===== src/rtl/pelota_if.sv =====
// pelota_if -- signal bundle between the pelota ball engine and its
// surroundings (frame timing, paddle-position block, renderer, score display).
//
// Signals:
//   tick      frame strobe, one clk cycle wide
//   start     serve / restart request, level-sampled
//   paddle_y  paddle top row (unsigned, 10 bits)
//   ball_x    ball left column (10 bits)
//   ball_y    ball top row (10 bits)
//   score     paddle hits, saturating at 255
//   lives     remaining lives
//   hit       one-cycle pulse on a paddle return
//   miss      one-cycle pulse on a missed ball
//   game_over high while the game is over
//
// Modports:
//   master  drives the controls and observes the ball/score (bench, top level)
//   slave   the ball engine itself
interface pelota_if;
  logic       tick;
  logic       start;
  logic [9:0] paddle_y;
  logic [9:0] ball_x;
  logic [9:0] ball_y;
  logic [7:0] score;
  logic [1:0] lives;
  logic       hit;
  logic       miss;
  logic       game_over;

  modport master (
    output tick, start, paddle_y,
    input  ball_x, ball_y, score, lives, hit, miss, game_over
  );

  modport slave (
    input  tick, start, paddle_y,
    output ball_x, ball_y, score, lives, hit, miss, game_over
  );
endinterface


===== src/rtl/pelota.sv =====
// pelota -- ball engine for a single-player wall-and-paddle game.
//
// The ball is a SIZE x SIZE square anchored at its top-left corner. On each
// frame tick while playing it moves SPEED pixels on both axes, bouncing off
// the top, bottom and right walls. At the left it is either returned by the
// paddle (score +1) or missed (life -1), after which it rests for
// MISS_FRAMES ticks before being re-centred for the next serve. Losing the
// last life parks the game in OVER until start is pressed.
//
// Ports:
//   clk    system clock, all state changes on the rising edge
//   reset  synchronous, active-high reset; overrides tick and start
//   bus    pelota_if.slave: tick/start/paddle_y in,
//          ball_x/ball_y/score/lives/hit/miss/game_over out (all registered)
module pelota #(
  parameter int unsigned TOP         = 30,
  parameter int unsigned BOTTOM      = 449,
  parameter int unsigned RIGHT       = 620,
  parameter int unsigned PADDLE_R    = 20,
  parameter int unsigned PADDLE_H    = 120,
  parameter int unsigned SIZE        = 8,
  parameter int unsigned SPEED       = 2,
  parameter int unsigned MISS_FRAMES = 60
) (
  input logic     clk,
  input logic     reset,
  pelota_if.slave bus
);

  // Limits are kept 11 bits wide so that ball position plus size or step can
  // never wrap when compared against them.
  localparam logic [10:0] Y_MAX_W      = 11'(BOTTOM - SIZE + 1);
  localparam logic [10:0] X_MAX_W      = 11'(RIGHT - SIZE + 1);
  localparam logic [10:0] Y_TOP_GUARD  = 11'(TOP + SPEED);
  localparam logic [10:0] X_LEFT_GUARD = 11'(PADDLE_R + SPEED);
  localparam logic [10:0] STEP_W       = 11'(SPEED);
  localparam logic [10:0] BALL_SPAN    = 11'(SIZE - 1);
  localparam logic [10:0] PAD_SPAN     = 11'(PADDLE_H - 1);

  localparam logic [9:0]  Y_MAX   = 10'(BOTTOM - SIZE + 1);
  localparam logic [9:0]  X_MAX   = 10'(RIGHT - SIZE + 1);
  localparam logic [9:0]  Y_TOP   = 10'(TOP);
  localparam logic [9:0]  X_LEFT  = 10'(PADDLE_R);
  localparam logic [9:0]  STEP    = 10'(SPEED);
  localparam logic [9:0]  HOME_X  = 10'd316;
  localparam logic [9:0]  HOME_Y  = 10'd236;
  localparam logic [1:0]  LIVES_INIT = 2'd3;

  localparam int unsigned    CNT_W    = $clog2(MISS_FRAMES + 1);
  localparam logic [CNT_W-1:0] CNT_LAST = CNT_W'(MISS_FRAMES - 1);

  typedef enum logic [1:0] {
    IDLE,
    PLAY,
    MISS,
    OVER
  } state_t;

  state_t           state;
  logic [9:0]       ball_x;
  logic [9:0]       ball_y;
  logic             dx_pos;
  logic             dy_pos;
  logic [7:0]       score;
  logic [1:0]       lives;
  logic             hit;
  logic             miss;
  logic             game_over;
  logic [CNT_W-1:0] miss_cnt;

  logic [10:0] x_ext;
  logic [10:0] y_ext;
  logic [10:0] p_ext;
  logic [10:0] nx_up;
  logic [10:0] ny_up;
  logic [9:0]  x_next;
  logic [9:0]  y_next;
  logic        x_flip;
  logic        y_flip;
  logic        left_event;
  logic        overlap;

  assign bus.ball_x    = ball_x;
  assign bus.ball_y    = ball_y;
  assign bus.score     = score;
  assign bus.lives     = lives;
  assign bus.hit       = hit;
  assign bus.miss      = miss;
  assign bus.game_over = game_over;

  // Candidate position for the next tick, evaluated for both axes at once.
  // Downward-going (decreasing) moves are compared as "ball <= limit+SPEED"
  // rather than "ball-SPEED <= limit" so small coordinates never underflow.
  // The left wall only flags an event here; whether it becomes a paddle
  // return or a miss is decided in the sequential block using overlap.
  always_comb begin
    x_ext      = {1'b0, ball_x};
    y_ext      = {1'b0, ball_y};
    p_ext      = {1'b0, bus.paddle_y};
    nx_up      = x_ext + STEP_W;
    ny_up      = y_ext + STEP_W;
    x_next     = ball_x;
    y_next     = ball_y;
    x_flip     = 1'b0;
    y_flip     = 1'b0;
    left_event = 1'b0;

    if (dy_pos) begin
      if (ny_up >= Y_MAX_W) begin
        y_next = Y_MAX;
        y_flip = 1'b1;
      end else begin
        y_next = ny_up[9:0];
      end
    end else begin
      if (y_ext <= Y_TOP_GUARD) begin
        y_next = Y_TOP;
        y_flip = 1'b1;
      end else begin
        y_next = ball_y - STEP;
      end
    end

    if (dx_pos) begin
      if (nx_up >= X_MAX_W) begin
        x_next = X_MAX;
        x_flip = 1'b1;
      end else begin
        x_next = nx_up[9:0];
      end
    end else begin
      if (x_ext <= X_LEFT_GUARD) begin
        x_next     = X_LEFT;
        x_flip     = 1'b1;
        left_event = 1'b1;
      end else begin
        x_next = ball_x - STEP;
      end
    end

    overlap = (y_ext + BALL_SPAN >= p_ext) && (y_ext <= p_ext + PAD_SPAN);
  end

  // Game state machine. Everything visible outside is a register updated
  // here; hit and miss default low so they can only ever be one-cycle
  // pulses, and they come from mutually exclusive branches.
  // A miss freezes the ball where it was, discarding that tick's Y move.
  // Every path back to IDLE re-centres the ball and resets both directions
  // so the next serve always follows the same opening trajectory.
  always_ff @(posedge clk) begin
    if (reset) begin
      state     <= IDLE;
      ball_x    <= HOME_X;
      ball_y    <= HOME_Y;
      dx_pos    <= 1'b1;
      dy_pos    <= 1'b1;
      score     <= 8'd0;
      lives     <= LIVES_INIT;
      hit       <= 1'b0;
      miss      <= 1'b0;
      game_over <= 1'b0;
      miss_cnt  <= '0;
    end else begin
      hit  <= 1'b0;
      miss <= 1'b0;

      case (state)
        IDLE: begin
          if (bus.start) begin
            state <= PLAY;
          end
        end

        PLAY: begin
          if (bus.tick) begin
            if (left_event && !overlap) begin
              miss     <= 1'b1;
              lives    <= (lives != 2'd0) ? lives - 2'd1 : 2'd0;
              miss_cnt <= '0;
              state    <= MISS;
            end else begin
              ball_x <= x_next;
              ball_y <= y_next;
              if (x_flip) begin
                dx_pos <= ~dx_pos;
              end
              if (y_flip) begin
                dy_pos <= ~dy_pos;
              end
              if (left_event) begin
                hit <= 1'b1;
                if (score != 8'hFF) begin
                  score <= score + 8'd1;
                end
              end
            end
          end
        end

        MISS: begin
          if (bus.tick) begin
            if (miss_cnt == CNT_LAST) begin
              miss_cnt <= '0;
              ball_x   <= HOME_X;
              ball_y   <= HOME_Y;
              dx_pos   <= 1'b1;
              dy_pos   <= 1'b1;
              if (lives == 2'd0) begin
                state     <= OVER;
                game_over <= 1'b1;
              end else begin
                state <= IDLE;
              end
            end else begin
              miss_cnt <= miss_cnt + 1'b1;
            end
          end
        end

        OVER: begin
          if (bus.start) begin
            lives     <= LIVES_INIT;
            score     <= 8'd0;
            ball_x    <= HOME_X;
            ball_y    <= HOME_Y;
            dx_pos    <= 1'b1;
            dy_pos    <= 1'b1;
            game_over <= 1'b0;
            state     <= IDLE;
          end
        end

        default: begin
          state <= IDLE;
        end
      endcase
    end
  end

endmodule


===== src/flat_wrapper.sv =====
// flat-port wrapper written by rule: the top's interface ports become plain ports
module pelota_flat 
#(
  parameter int unsigned TOP         = 30,
  parameter int unsigned BOTTOM      = 449,
  parameter int unsigned RIGHT       = 620,
  parameter int unsigned PADDLE_R    = 20,
  parameter int unsigned PADDLE_H    = 120,
  parameter int unsigned SIZE        = 8,
  parameter int unsigned SPEED       = 2,
  parameter int unsigned MISS_FRAMES = 60
)
  (clk, reset, bus_tick, bus_start, bus_paddle_y, bus_ball_x, bus_ball_y, bus_score, bus_lives, bus_hit, bus_miss, bus_game_over);
  pelota_if bus_i ();
  input logic clk;
  input logic reset;
  input wire logic [$bits(bus_i.tick)-1:0] bus_tick;
  input wire logic [$bits(bus_i.start)-1:0] bus_start;
  input wire logic [$bits(bus_i.paddle_y)-1:0] bus_paddle_y;
  output wire logic [$bits(bus_i.ball_x)-1:0] bus_ball_x;
  output wire logic [$bits(bus_i.ball_y)-1:0] bus_ball_y;
  output wire logic [$bits(bus_i.score)-1:0] bus_score;
  output wire logic [$bits(bus_i.lives)-1:0] bus_lives;
  output wire logic [$bits(bus_i.hit)-1:0] bus_hit;
  output wire logic [$bits(bus_i.miss)-1:0] bus_miss;
  output wire logic [$bits(bus_i.game_over)-1:0] bus_game_over;
  assign bus_i.tick = bus_tick;
  assign bus_i.start = bus_start;
  assign bus_i.paddle_y = bus_paddle_y;
  assign bus_ball_x = bus_i.ball_x;
  assign bus_ball_y = bus_i.ball_y;
  assign bus_score = bus_i.score;
  assign bus_lives = bus_i.lives;
  assign bus_hit = bus_i.hit;
  assign bus_miss = bus_i.miss;
  assign bus_game_over = bus_i.game_over;
  pelota #(.TOP(TOP), .BOTTOM(BOTTOM), .RIGHT(RIGHT), .PADDLE_R(PADDLE_R), .PADDLE_H(PADDLE_H), .SIZE(SIZE), .SPEED(SPEED), .MISS_FRAMES(MISS_FRAMES)) u_core (.clk(clk), .reset(reset), .bus(bus_i));
endmodule

===== config.mk =====
export PLATFORM = sky130hd
export DESIGN_NAME = pelota_flat
export DESIGN_NICKNAME = d
export VERILOG_FILES = /design/src/rtl/pelota_if.sv /design/src/rtl/pelota.sv /design/src/flat_wrapper.sv
export SDC_FILE = /design/constraint.sdc
export NUM_CORES = 1
export LEC_CHECK = 0
export ABC_CLOCK_PERIOD_IN_PS = 12610
export CORE_MARGIN = 2
export CORE_UTILIZATION = 35
export DETAILED_ROUTE_END_ITERATION = 10
export GPL_TIMING_DRIVEN = 0
export PLACE_DENSITY = 0.61
export SYNTH_ARGS = -nofsm -noshare
export SYNTH_HDL_FRONTEND = slang
export SYNTH_SLANG_ARGS = --single-unit
export TNS_END_PERCENT = 5

===== constraint.sdc =====
create_clock -name clk -period 12.61 [get_ports clk]
set_input_delay 3.783 -clock clk [delete_from_list [all_inputs] [get_ports clk]]
set_output_delay 3.783 -clock clk [all_outputs]
set_load 0.03 [all_outputs]

==> Word level (Yosys, flattened, before mapping) <==
Index checks and enable logic that the tools add are counted.
{ "totals": {"regBits": 43, "latchBits": 0, "ram_bits": 0, "mem_bits_ro": 0, "in_bits": 14, "out_inout_bits": 33, "mem_count": 0} }
{ "classes": {"add_sub_neg": 9, "mul": 0, "div": 0, "magnitude_cmp": 6, "n_eq_ne": 17, "n_shift": 0, "mux": 67, "n_bitwise": 4, "n_reduce_logical": 20} }
{ "op_table": {"columns": ["op", "n"], "rows": [
  ["two-way mux 10 bit", 16],
  ["case mux 10 bit (3 select lines)", 2],
  ["two-way mux 8 bit", 5],
  ["two-way mux 6 bit", 4],
  ["adder 10 x 2 -> 11 bit, second input constant", 2],
  ["two-way mux 1 bit", 22],
  ["two-way mux 2 bit", 11],
  ["subtractor 10 x 2 -> 10 bit, second input constant", 2],
  ["AND reduction 6 bit", 3],
  ["case mux 8 bit (2 select lines)", 1],
  ["inequality test 2 x 1 -> 1 bit, second input constant", 7],
  ["AND reduction 7 bit", 2],
  ["case mux 6 bit (2 select lines)", 1],
  ["adder 10 x 3 -> 11 bit, second input constant", 1],
  ["adder 10 x 7 -> 11 bit, second input constant", 1],
  ["greater-or-equal comparator 11 x 10 -> 1 bit", 1],
  ["greater-or-equal comparator 11 x 10 -> 1 bit, second input constant", 1],
  ["greater-or-equal comparator 11 x 9 -> 1 bit, second input constant", 1],
  ["<= comparator 10 x 11 -> 1 bit", 1],
  ["<= comparator 10 x 5 -> 1 bit, second input constant", 1],
  ["<= comparator 10 x 6 -> 1 bit, second input constant", 1],
  ["inequality test 2 bit, second input constant", 5],
  ["adder 8 x 1 -> 8 bit, second input constant", 1],
  ["inequality test 8 bit, second input constant", 1],
  ["other kinds (19)", 30]
]} }

==> Longest topological paths before layout <==
Gate-level depths: netlist of run 1.
{ "logic_depth": {"depth_word": 8, "depth_mapped": 15, "mapped_depth_nobuf": 14} }

==> Worst setup path after synthesis of run 1 <==
OpenSTA, ideal clock, no wires.
{ "synth_path": {"path_kind": "input -> register", "from": "input port bus_paddle_y[1]", "to": "register u_core.score[4] (netlist: u_core.bus.score[4])", "setup_time_ns": 0.116, "t_arrival_ns": 6.537, "required_ns": 12.494, "path_slack_ns": 5.958, "path_stages": 15, "n_path_buf": 1, "cell_sequence": "inv_1 ha_1 nand2b_1 a2111o_1 nand2_1 xnor2_1 ha_1 a21o_1 a211oi_1 o211ai_1 a32o_2 nor4_4 buf_6 o22ai_1 a31o_1"} }
{ "synth_between": {"elab_chain_cells": 7} }
{ "synth_lines": {"columns": ["item", "line", "text"], "rows": [
  ["start, declared", "flat_wrapper.sv:19", "input wire logic [$bits(bus_i.paddle_y)-1:0] bus_paddle_y;"],
  ["adder 10 x 7 -> 11 bit", "pelota.sv:141", "overlap = (y_ext + BALL_SPAN >= p_ext) && (y_ext <= p_ext + PAD_SPAN);"],
  ["<= comparator 10 x 11 -> 1 bit", "pelota.sv:141", null],
  ["logical AND 1 bit *", "pelota.sv:141", null],
  ["zero test 1 bit *", "pelota.sv:176", "if (left_event && !overlap) begin"],
  ["logical AND 1 bit *", "pelota.sv:176", null],
  ["inequality test 2 bit (no line) *", null, null],
  ["AND reduction 6 bit (no line) *", null, null],
  ["end signal, assigned", "pelota.sv:193", "score <= score + 8'd1;"],
  ["end, declared", "pelota.sv:64", "logic [7:0] score;"]
]} }
Every way passes the cells marked *; elsewhere a longest branch is shown, timed or not.
A chain may end at the register's enable or synchronous reset.

==> Worst setup path in the final report of run 1 <==
{ "layout_path": {"from": "input port bus_paddle_y[0]", "to": "register u_core.ball_x[3] (netlist: u_core.bus.ball_x[3])"} }
{ "layout_between": {"elab_chain_cells": 7} }
{ "layout_lines": {"columns": ["item", "line", "text"], "rows": [
  ["adder 10 x 7 -> 11 bit", "pelota.sv:141", null],
  ["<= comparator 10 x 11 -> 1 bit", "pelota.sv:141", null],
  ["logical AND 1 bit *", "pelota.sv:141", null],
  ["zero test 1 bit *", "pelota.sv:176", null],
  ["logical AND 1 bit *", "pelota.sv:176", null],
  ["inequality test 2 bit (no line) *", null, null],
  ["AND reduction 6 bit (no line) *", null, null],
  ["end signal, assigned", "pelota.sv:182", "ball_x <= x_next;"],
  ["end, declared", "pelota.sv:60", "logic [9:0] ball_x;"]
]} }
Marks and branches as above.

==> results of run 1 <==
## power by group through the flow
stage | sequential (uW) | clock [uW] | combinational, uW
after floorplan | 146 | 0 | 57.4
after global placement | 142 | 0 | 85.8
after detailed placement | 142 | 0 | 87.5
after CTS | 139 | 114 | 87.9
after global routing | 140 | 118 | 98.7
final | 139 | 112 | 88.6
## worst reg2reg max path, delay by kind of cell (launching register included)
kind                       cells  cell delay, ps
DFF                            1             540
and+or+nand+nor                3             660
adders and majority gates      2             550
AOI/OAI and AO/OA              5            1400
buffers and inverters          2             490
xor gates and xnor gates       1             170
## sequential cells by signal, summed over array words and instances, names as in the netlist
name and count:
u_core.bus.hit 1, u_core.bus.ball_x 10, u_core.bus.lives 2, u_core.bus.ball_y 9, u_core.miss_cnt 6, u_core.dx_pos 1
u_core.bus.game_over 1, u_core.dy_pos 1, u_core.bus.miss 1, u_core.bus.score 8, u_core.state 2
## through the flow
stage	setup WS (ps)	power (uW)	cells	utilization (%)
5_1_grt	5060	356	692	42.5
3_5_place_dp	5080	230	684	41.5
3_3_place_gp	5140	228	684	41.5
6_report	5330	340	692	42.5
4_1_cts	5380	341	692	42.5
2_1_floorplan	5960	203	500	-
## cells in the mapped netlist, types with 7 or more instances
cell | number | share of area, %
nor2_1 | 32 | 3.1
nand2_1 | 34 | 3.3
nand2b_1 | 7 | 1.1
xnor2_1 | 17 | 3.9
buf_2 | 8 | 1.0
ha_1 | 28 | 9.1
clkbuf_1 | 24 | 2.3
and3_1 | 13 | 2.1
nand4_1 | 13 | 2.1
inv_1 | 27 | 2.6
nand3_1 | 24 | 3.1
a21o_1 | 8 | 1.6
o211ai_1 | 9 | 1.7
nor4_1 | 9 | 1.5
xor2_1 | 9 | 2.0
dfxtp_1 | 42 | 22
a31oi_1 | 13 | 2.1
o21ai_0 | 15 | 1.9
a21oi_1 | 24 | 3.1
o22ai_1 | 10 | 1.6
nor3_1 | 12 | 1.6
## layout by cell type (no fill, tap or decap), drive strengths merged, types with 20 or more instances in the layout
cell	count
a21oi	25
clkbuf	30
clkdlybuf4s50	44
dfxtp	42
ha	28
inv	27
nand2	34
nand3	24
nor2	32
o21ai	20
## metal layers
layer / share of wire (%) / global-route usage, % / wire length [um] / vias to the layer above
li1: - / - / - / 1998
met1: 48 / 28.1 / 5590 / 1946
met2: 45 / 33.8 / 5280 / 150
met3: 6.2 / 3.17 / 722 / 15
met4: 0.91 / 3.21 / 106 / 0
met5: 0 / 0 / 0 / -
## cell families (layout without fill, tap and decap cells)
group           count (synthesis)  in the layout  share of synthesized area, %
mux                             4              4                          1.07
buf+inv                        67            119                          7.65
xor+xnor                       26             26                          5.90
compound gates                150            150                          28.0
fa+ha+maj                      28             28                          9.07
flops                          42             42                          21.8
simple gates                  182            182                          26.5
other cells                     1              1                        0.0971
## worst paths after layout
| check | startpoint | slack [ps] | endpoint | cells after the start |
|---|---|---|---|---|
| worst min-delay path | u_core.bus.game_over | 480 | u_core.bus.game_over | 1 |
| worst max-delay path | bus_paddle_y[0] | 5330 | u_core.bus.ball_x[3] | 15 |
| worst min register to register | u_core.bus.game_over | 480 | u_core.bus.game_over | 1 |
| worst max register to register | u_core.bus.ball_y[1] | 8700 | u_core.bus.ball_x[3] | 13 |
## cell type report
type,instances,share of cell area [%]
multi-input combinational,391,59.4
tap,140,3.82
clock buffer,6,1.58
inverter,28,2.29
buffer,39,4.15
timing repair buffer,44,9.60
sequential,42,18.3
clock inverter,2,0.818
==> implementation parameters, run 1 <==
Parameter                              Value

Status
  Run status ... finished clean

Die
  Initial core utilization ... 35.8%
  Number of placed I/O pins ... 47
  Die area ... 11900 sq um
  Die Height ... 109 um
  Floorplan row count ... 38
  Core area ... between 10000 and 15000 sq um
  Horizontal die dimension ... 109 um

Timing
  RSZ-0062 raised after global routing ... no
  Worst slew margin relative to its limit ... between 50% and 60%
  Timing-limited maximum frequency ... 0.137 GHz
  Setup_tns ... 0 ps
  Setup skew after layout ... 4.50 ps
  Number of pins with negative max-slew slack in the final report ... 0
  Worst hold slack ... 477 ps
  Count of final setup violators ... 0
  Final critical-path share of the clock period ... 57.7%
  Final Hold Fails ... 0
  Period minus WS final ... 7280 ps
  Transition time of the tightest slew-check pin ... 728 ps

Logic synthesis
  Most used flip-flop cell after synthesis ... dfxtp_1
  Post-Syn Area ... about 3900 sq um
  Post-synthesis cell type count ... 74
  Number of enable flip-flop cells after synthesis ... 0
  Seq/Total Area, Yosys ... 21.8%
  Async SR Flop Fraction ... 0%
  Register bit count reported by yosys ... 42
  Gate count after technology mapping ... 500
  Synth Area per Inst ... 7.72 sq um
  Synth Net Count ... 542
  Warnings from Yosys ... 0

Global route
  Number of antenna violations at the first check in global routing ... 0
  Remaining global-route overflow ... 0
  Global-route wire length before repair ... 19500 um
  Global routing usage summed across all routing layers ... between 20% and 30%
  Via count of the first global-routing pass ... 3871
  Pin count of the biggest net entering global routing ... 14

Worst setup path
  Buffers & Inverters on Critical Path ... 2
  Required time worst endpoint ... 12800 ps
  CP startpoint kind ... primary input
  Highest cell delay on the worst timing path ... approximately 540 ps
  Cells traversed along the worst timing path ... clkdlybuf4s50_1 -> inv_1 -> ha_1 -> nand2b_1 -> nand2_1 -> and3_1 -> xnor2_1 -> ha_1 -> and4_1 -> o211ai_1 -> o211ai_1 -> a32o_2 -> a21o_1 -> nand2_1 -> a221o_1
  Top delay family on crit path ... compound AO/OA/AOI/OAI gates
  Crit end category ... flop
  Largest fanout on the critical path ... 10
  Critical path class ... in -> reg
  Slowest stage cell on the critical path ... clkdlybuf4s50_1
  WP data arrival ... 7470 ps

Detailed routing
  Average wire per standard cell ... 16.9 um
  Count of nets left with antenna violations after detail routing ... 0
  Violation count after the first detailed-routing iteration ... 343
  DRC errors left ... 0
  Detail-routed via count per cell ... a little under 6
  Overall via count from detail_route ... 4109
  Aggregate routed wire length ... ~12000 um
  Router iterations before antenna repair ... 5

Final layout
  Area taken by multi-input logic gates ... 2730 sq um
  Ant diodes ... 0
  Fraction of layout instances using a drive strength above 1 ... 6.52%
  Post-route cell area ... between 4000 and 5000 sq um
  Seq. cell area ... 841 sq um
  Final #Nets ... 593
  Fill cell instance count of the final layout ... around 1100
  Area Overhead vs Synth ... 18.8%

Pwr
  Leak pwr ... roughly 0.0017 uW
  Internal power ... 231 uW
  Net switching share of the total power ... 32.1%
  Worst IR Drop VDD ... 56.7 uV
  Register share of total power ... between 40% and 50%
  Clock network fraction of design power ... 33.0%
  Power per standard cell area ... approximately 74 nW/um^2
  Switching power of the nets ... 109 uW
  Combinational Power Share ... 26.1%

Clock tree
  Insertion delay to the later sink of the worst-skew pair ... 300 ps
  Post-cts sizing count ... 0
  Number of setup buffers added after CTS ... 0
  TritonCTS clock tree ... done
  Cts bufs inserted ... 5
  Clock transition time at the flip-flop clock pins of the worst setup and hold paths ... 90 ps
  Number of sinks handled by clock tree synthesis ... between 40 and 50
  CTS Root Buffer Type ... clkbuf_8
  Worst-case clock buffer depth ... 2
  H-Tree Level Count ... 2
  Hold buffer count at CTS ... 0

Placed design
  Port-buffer cells ... 44
  Post-DP Area ... around 4500 sq um
  Detail Placement HPWL ... 8680 um
  Routability congestion estimate ... 0.954

Run
  Max Cap Viol ... 0

Worst hold path
  Path class of the lowest-slack min-delay path ... reg -> reg
(Power assumes the default switching activity.)
==> run 2: changes to the inputs <==
- ABC_CLOCK_PERIOD_IN_PS: 12610 -> 5970
- PLACE_DENSITY: 0.61 -> 0.63
- clock period: 12.61 -> 5.97 ns (I/O delays scaled with it)
==> implementation parameters, run 2 (synthesized netlist as in run 1, its figures left out) <==
Parameter                              Value

Die
  Floorplan row count ... 38 (unchanged)
  Die area ... 11900 sq um (unchanged)
  Initial core utilization ... 35.8% (unchanged)
  Horizontal die dimension ... 109 um (unchanged)
  Number of placed I/O pins ... 47 (unchanged)
  Core area ... 10800 sq um (unchanged)
  Die Height ... 109 um (unchanged)

Timing
  Timing-limited maximum frequency ... between 0.15 and 0.2 GHz
  Transition time of the tightest slew-check pin ... 660 ps (was 728 ps)
  Worst slew margin relative to its limit ... 56.0% (was 51.0%)
  RSZ-0062 raised after global routing ... no (unchanged)
  Worst setup margin ... 701 ps (was 5330 ps)
  Period minus WS final ... 5270 ps
  Final critical-path share of the clock period ... 88.3%
  Number of pins with negative max-slew slack in the final report ... 0 (unchanged)
  Final Hold Fails ... 0 (unchanged)
  Worst hold slack ... 485 ps (was 477 ps)
  Setup skew after layout ... 16.7 ps (was 4.50 ps)
  Count of final setup violators ... 0 (unchanged)
  Setup_tns ... 0 ps (unchanged)

Worst setup path
  Internal reg-to-reg setup slack ... 2160 ps (was 8700 ps)
  Required time worst endpoint ... 6160 ps (was 12800 ps)
  Reg2reg end ... u_core.bus.ball_y[4] (was u_core.bus.ball_x[3])
  Critical register-to-register path startpoint ... u_core.bus.ball_y[1] (unchanged)
  Crit end category ... flop (unchanged)
  Cell repeated most along the worst path ... ha_1
  Largest fanout on the critical path ... 10 (unchanged)
  Buffers & Inverters on Critical Path ... 3 (was 2)
  Slowest stage cell on the critical path ... clkdlybuf4s50_1 (unchanged)
  Number of cells on the worst reg-to-reg path ... 12 (was 13)
  WP data arrival ... 5460 ps (was 7470 ps)
  CP startpoint kind ... primary input (unchanged)
  Critical path class ... in -> reg (unchanged)
  Cells traversed along the worst timing path ... clkdlybuf4s50_1 -> inv_1 -> ha_1 -> nand2b_1 -> a2111o_1 -> nand2_1 -> xnor2_1 -> ha_1 -> a21o_1 -> a211oi_1 -> o211ai_1 -> a32o_2 -> a21oi_1 -> buf_2 -> o22ai_1 -> a221oi_1 (was clkdlybuf4s50_1 -> inv_1 -> ha_1 -> nand2b_1 -> nand2_1 -> and3_1 -> xnor2_1 -> ha_1 -> and4_1 -> o211ai_1 -> o211ai_1 -> a32o_2 -> a21o_1 -> nand2_1 -> a221o_1)
  Highest cell delay on the worst timing path ... 470 ps (was 540 ps)
  Top delay family on crit path ... compound AO/OA/AOI/OAI gates (unchanged)

Worst hold path
  Path class of the lowest-slack min-delay path ... reg -> reg (unchanged)
  Number of cells traversed by the worst hold path ... 1 (unchanged)
  Hold Startpoint ... u_core.bus.game_over (unchanged)
  Hold-critical path endpoint ... u_core.bus.game_over (unchanged)

Clock tree
  CTS Root Buffer Type ... clkbuf_8 (unchanged)
  Cts bufs inserted ... 5 (unchanged)
  Worst-case clock buffer depth ... 2 (unchanged)
  Post-cts sizing count ... 0 (unchanged)
  Number of sinks handled by clock tree synthesis ... 42 (unchanged)
  TritonCTS clock tree ... done (unchanged)
  Number of setup buffers added after CTS ... 0 (unchanged)
  Hold buffer count at CTS ... 0 (unchanged)
  H-Tree Level Count ... 2 (unchanged)
  Insertion delay to the later sink of the worst-skew pair ... 310 ps (was 300 ps)
  Clock transition time at the flip-flop clock pins of the worst setup and hold paths ... 80 ps (was 90 ps)

Final layout
  Commonest cells after routing, fill and taps aside ... clkdlybuf4s50_1, dfxtp_1, nand2_1 (unchanged)
  Fraction of layout instances using a drive strength above 1 ... 6.53% (was 6.52%)
  Top reg by flops ... u_core.bus.ball_x (unchanged)
  Post-layout util ... 42.5% (about the same)
  Final #Nets ... 593 (unchanged)
  Regs by FF count ... u_core.bus.ball_x (10), u_core.bus.ball_y (9), u_core.bus.score (8) (unchanged)
  Area Overhead vs Synth ... 18.9% (was 18.8%)
  Ant diodes ... 0 (unchanged)
  Flip-flop count of the largest register, all copies and words added ... 10 (unchanged)
  Leading cell type in the layout, fill and taps excluded ... clkdlybuf4s50_1 (unchanged)

Detailed routing
  Violation count after the first detailed-routing iteration ... 454 (was 343)
  Overall via count from detail_route ... 4168 (was 4109)
  Aggregate routed wire length ... 11800 um (was 11700 um)
  Router iterations before antenna repair ... 5 (unchanged)
  Average wire per standard cell ... 17.0 um (was 16.9 um)
  DRC errors left ... 0 (unchanged)
  Count of nets left with antenna violations after detail routing ... 0 (unchanged)
  Detail-routed via count per cell ... 6.03 (was 5.94)

Pwr
  Internal power ... 497 uW (was 231 uW)
  Clock network fraction of design power ... 33.2% (was 33.0%)
  Register share of total power ... 40.7% (was 41.0%)
  Worst IR Drop VDD ... 96.5 uV (was 56.7 uV)
  Leak pwr ... 0.00175 uW (about the same)
  Combinational Power Share ... 26.1% (about the same)
  Power per standard cell area ... 157 nW/um^2 (was 74.1 nW/um^2)
  Switching power of the nets ... 225 uW (was 109 uW)
  Net switching share of the total power ... 31.2% (was 32.1%)
  Power Total ... 722 uW (was 340 uW)

Global route
  Remaining global-route overflow ... 0 (unchanged)
  Global routing usage summed across all routing layers ... 19.8% (was 20.3%)
  Number of antenna violations at the first check in global routing ... 0 (unchanged)
  Via count of the first global-routing pass ... 3861 (was 3871)
  Pin count of the biggest net entering global routing ... 13 (was 14)
  Global-route wire length before repair ... 19000 um (was 19500 um)

Placed design
  Routability congestion estimate ... 0.953 (was 0.954)
  Port-buffer cells ... 44 (unchanged)
  Pre-CTS worst setup slack ... 400 ps (was 5080 ps)
  Detail Placement HPWL ... 8530 um (was 8680 um)

Status
  Run status ... finished clean (unchanged)

Run
  Max Cap Viol ... 0 (unchanged)
## run 2: cell count changes in the layout (fill, tap and decap cells not counted)
| cell | delta |
|---|---|
| clkbuf_8 | +1 |
| clkbuf_1 | -1 |
| clkinvlp_4 | -1 |
## run 2: metal layers
metal | global-route usage (%) | routed length, um | vias up
met5 | 0 | 0 | -
met4 | 7.23 | 286 | 0
met3 | 2.69 | 770 | 32
met2 | 32.5 | 5290 | 194
met1 | 26.5 | 5410 | 1933
li1 | - | - | 2009
## run 2: area by class of cell
| class | instances | area [sq um] |
|---|---|---|
| fill | 1091 | 6200 |
| multi-input combinational | 391 | 2730 |
| sequential | 42 | 841 |
| timing repair buffer | 44 | 440 |
| buffer | 39 | 190 |
| tap | 140 | 175 |
| inverter | 28 | 105 |
| clock buffer | 6 | 82.6 |
| clock inverter | 1 | 30.0 |
## run 2: metrics by stage
step,instance area [sq um],std cells
global placement,4480,684
floorplan,3860,500
detailed placement,4480,684
finish,4590,691
CTS,4590,691
global route,4590,691
## run 2: worst max path at each step
stage,cells after the start,endpoint,slack [ps],startpoint
3_3_place_gp,16,u_core.bus.ball_x[8],440,bus_paddle_y[0]
3_5_place_dp,16,u_core.bus.ball_x[8],400,bus_paddle_y[0]
4_1_cts,16,u_core.bus.ball_x[8],710,bus_paddle_y[0]
2_1_floorplan,15,u_core.bus.score[4],1310,bus_paddle_y[1]
6_report,16,u_core.bus.ball_y[4],700,bus_paddle_y[0]
5_1_grt,16,u_core.bus.ball_y[4],510,bus_paddle_y[0]
## run 2: worst reg2reg max path, cell delays in order (launching register included)
cell      delay (ps)
dfxtp_1          510
inv_1            240
ha_1             250
clkbuf_1         220
nor3_1           290
xor2_1           180
ha_1             260
a21o_1           180
a31oi_1          160
a32o_2           300
a21o_1           310
nand2_1          350
a221oi_1         440
## run 2: power by group through the flow
stage | Sequential, uW | Combinational (uW) | Clock (uW)
after floorplan | 308 | 121 | 0
after global placement | 300 | 181 | 0
after detailed placement | 301 | 185 | 0
after CTS | 294 | 187 | 244
after global routing | 295 | 207 | 253
final | 294 | 188 | 239
==> run 3: changes to the inputs <==
- CORE_MARGIN: 2 -> 3
==> implementation parameters, run 3 (synthesized netlist as in run 1, its figures left out) <==
Parameter                              Value

Final layout
  Regs by FF count ... u_core.bus.ball_x (10), u_core.bus.ball_y (9), u_core.bus.score (8) (unchanged)
  Commonest cells after routing, fill and taps aside ... clkdlybuf4s50_1, dfxtp_1, nand2_1 (unchanged)
  Leading cell type in the layout, fill and taps excluded ... clkdlybuf4s50_1 (unchanged)
  Ant diodes ... 0 (unchanged)
  Top reg by flops ... u_core.bus.ball_x (unchanged)
  Seq. cell area ... 841 sq um (unchanged)
  Area taken by multi-input logic gates ... 2730 sq um (unchanged)
  Fill cell instance count of the final layout ... 1048 (was 1091)
  Post-layout util ... 43.6% (was 42.5%)
  Flip-flop count of the largest register, all copies and words added ... 10 (unchanged)
  Fraction of layout instances using a drive strength above 1 ... 6.52% (was 6.53%)
  Final standard cell count with taps included and fillers excluded ... 688 (was 691)
  Final #Nets ... 593 (unchanged)
  Area Overhead vs Synth ... 18.7% (was 18.9%)

Worst setup path
  WP data arrival ... 5510 ps (was 5460 ps)
  Critical path class ... in -> reg (unchanged)
  Number of cells on the worst reg-to-reg path ... 13 (was 12)
  CP startpoint kind ... primary input (unchanged)
  Required time worst endpoint ... 6170 ps (was 6160 ps)
  Internal reg-to-reg setup slack ... 2210 ps (was 2160 ps)
  Reg2reg end ... u_core.bus.ball_x[3] (was u_core.bus.ball_y[4])
  Critical register-to-register path startpoint ... u_core.bus.ball_y[1] (unchanged)
  Crit end category ... flop (unchanged)
  Largest fanout on the critical path ... 10 (unchanged)

Global route
  Remaining global-route overflow ... 0 (unchanged)
  Number of antenna violations at the first check in global routing ... 0 (unchanged)
  Global-route wire length before repair ... 19500 um (was 19000 um)
  Global routing usage summed across all routing layers ... 18.6% (was 19.8%)
  Pin count of the biggest net entering global routing ... 14 (was 13)
  Via count of the first global-routing pass ... 3943 (was 3861)

Timing
  Setup skew after layout ... 9.54 ps (was 16.7 ps)
  Number of pins with negative max-slew slack in the final report ... 0 (unchanged)
  Final critical-path share of the clock period ... 89.0% (was 88.3%)
  Transition time of the tightest slew-check pin ... 687 ps (was 660 ps)
  Period minus WS final ... 5310 ps (was 5270 ps)
  Worst slew margin relative to its limit ... 54.0% (was 56.0%)
  Setup_tns ... 0 ps (unchanged)
  Count of final setup violators ... 0 (unchanged)
  Final Hold Fails ... 0 (unchanged)
  Worst setup margin ... 658 ps (was 701 ps)
  Timing-limited maximum frequency ... 0.188 GHz (was 0.190 GHz)
  RSZ-0062 raised after global routing ... no (unchanged)

Die
  Initial core utilization ... 36.8% (was 35.8%)
  Number of placed I/O pins ... 47 (unchanged)
  Horizontal die dimension ... 111 um (was 109 um)
  Die area ... 12300 sq um (was 11900 sq um)
  Core area ... 10500 sq um (was 10800 sq um)
  Floorplan row count ... 37 (was 38)
  Die Height ... 111 um (was 109 um)

Clock tree
  Insertion delay to the later sink of the worst-skew pair ... 300 ps (was 310 ps)
  Hold buffer count at CTS ... 0 (unchanged)
  H-Tree Level Count ... 2 (unchanged)
  Number of setup buffers added after CTS ... 0 (unchanged)
  CTS Root Buffer Type ... clkbuf_8 (unchanged)
  Clock transition time at the flip-flop clock pins of the worst setup and hold paths ... 90 ps (was 80 ps)
  Cts bufs inserted ... 5 (unchanged)
  Number of sinks handled by clock tree synthesis ... 42 (unchanged)
  Post-cts sizing count ... 0 (unchanged)
  TritonCTS clock tree ... done (unchanged)
  Worst-case clock buffer depth ... 2 (unchanged)

Placed design
  Pre-CTS worst setup slack ... 410 ps (was 400 ps)
  Placed cell count ... 680 (was 684)
  Routability congestion estimate ... 0.884 (was 0.953)
  Detail Placement HPWL ... 8590 um (was 8530 um)
  Port-buffer cells ... 44 (unchanged)

Worst hold path
  Hold-critical path endpoint ... u_core.bus.game_over (unchanged)
  Hold Startpoint ... u_core.bus.game_over (unchanged)
  Path class of the lowest-slack min-delay path ... reg -> reg (unchanged)
  Number of cells traversed by the worst hold path ... 1 (unchanged)

Pwr
  Power Total ... 715 uW (was 722 uW)
  Worst IR Drop VDD ... 126 uV (was 96.5 uV)
  Power per standard cell area ... 156 nW/um^2 (was 157 nW/um^2)
  Leak pwr ... 0.00175 uW (about the same)

Run
  Max Cap Viol ... 0 (unchanged)

Detailed routing
  Router iterations before antenna repair ... 5 (unchanged)
  Violation count after the first detailed-routing iteration ... 453 (was 454)
  Average wire per standard cell ... 17.0 um (about the same)
  DRC errors left ... 0 (unchanged)
  Aggregate routed wire length ... 11700 um (was 11800 um)
  Overall via count from detail_route ... 4091 (was 4168)
  Count of nets left with antenna violations after detail routing ... 0 (unchanged)
  Detail-routed via count per cell ... 5.95 (was 6.03)

Status
  Run status ... finished clean (unchanged)
[run 3: metrics by stage]
stage                     area (sq um)  hold WS [ps]
after floorplan                   3860           457
after global placement            4470           457
after detailed placement          4470           461
after CTS                         4580           486
after global routing              4580           508
final                             4580           482
[run 3: where the power goes]
group	leakage (uW)	switching (uW)	internal (uW)
combinational	0.00135	111	75.8
clock	0.0000514	109	125
sequential	0.000340	7.17	286
[run 3: layer usage]
metal,share of wire [%],wire length (um),vias to the layer above,GRT usage (%)
met5,0,0,-,0
li1,-,-,1999,-
met4,1.4,160,0,4.79
met2,46,5420,132,30.0
met1,47,5500,1939,26.0
met3,5.1,591,21,3.00
[run 3: worst max-delay path by stage]
stage | startpoint | slack [ps] | to | depth (start not counted)
2_1_floorplan | bus_paddle_y[1] | 1310 | u_core.bus.score[4] | 15
4_1_cts | bus_paddle_y[0] | 700 | u_core.bus.ball_x[8] | 16
3_3_place_gp | bus_paddle_y[0] | 470 | u_core.bus.score[5] | 16
5_1_grt | bus_paddle_y[0] | 470 | u_core.bus.score[5] | 16
6_report | bus_paddle_y[0] | 660 | u_core.bus.score[5] | 16
3_5_place_dp | bus_paddle_y[0] | 410 | u_core.bus.score[5] | 16
[run 3: critical path, cell delays in order]
cell and delay, ps:
clkdlybuf4s50_1 460, inv_1 100, ha_1 190, nand2b_1 110, a2111o_1 470, nand2_1 110, xnor2_1 120, ha_1 250
a21o_1 200, a211oi_1 240, o211ai_1 130, a32o_2 340, nor4_4 450, buf_6 200, o22ai_1 90, a31o_1 250
[run 3: area by class of cell]
class                           instances  area share (%)
Inverter                               28            2.29
Clock buffer                            6            1.58
Clock inverter                          2           0.819
Sequential cell                        42            18.3
Buffer                                 39            4.15
Tap cell                              136            3.71
Multi-Input combinational cell        391            59.5
Timing Repair Buffer                   44            9.61
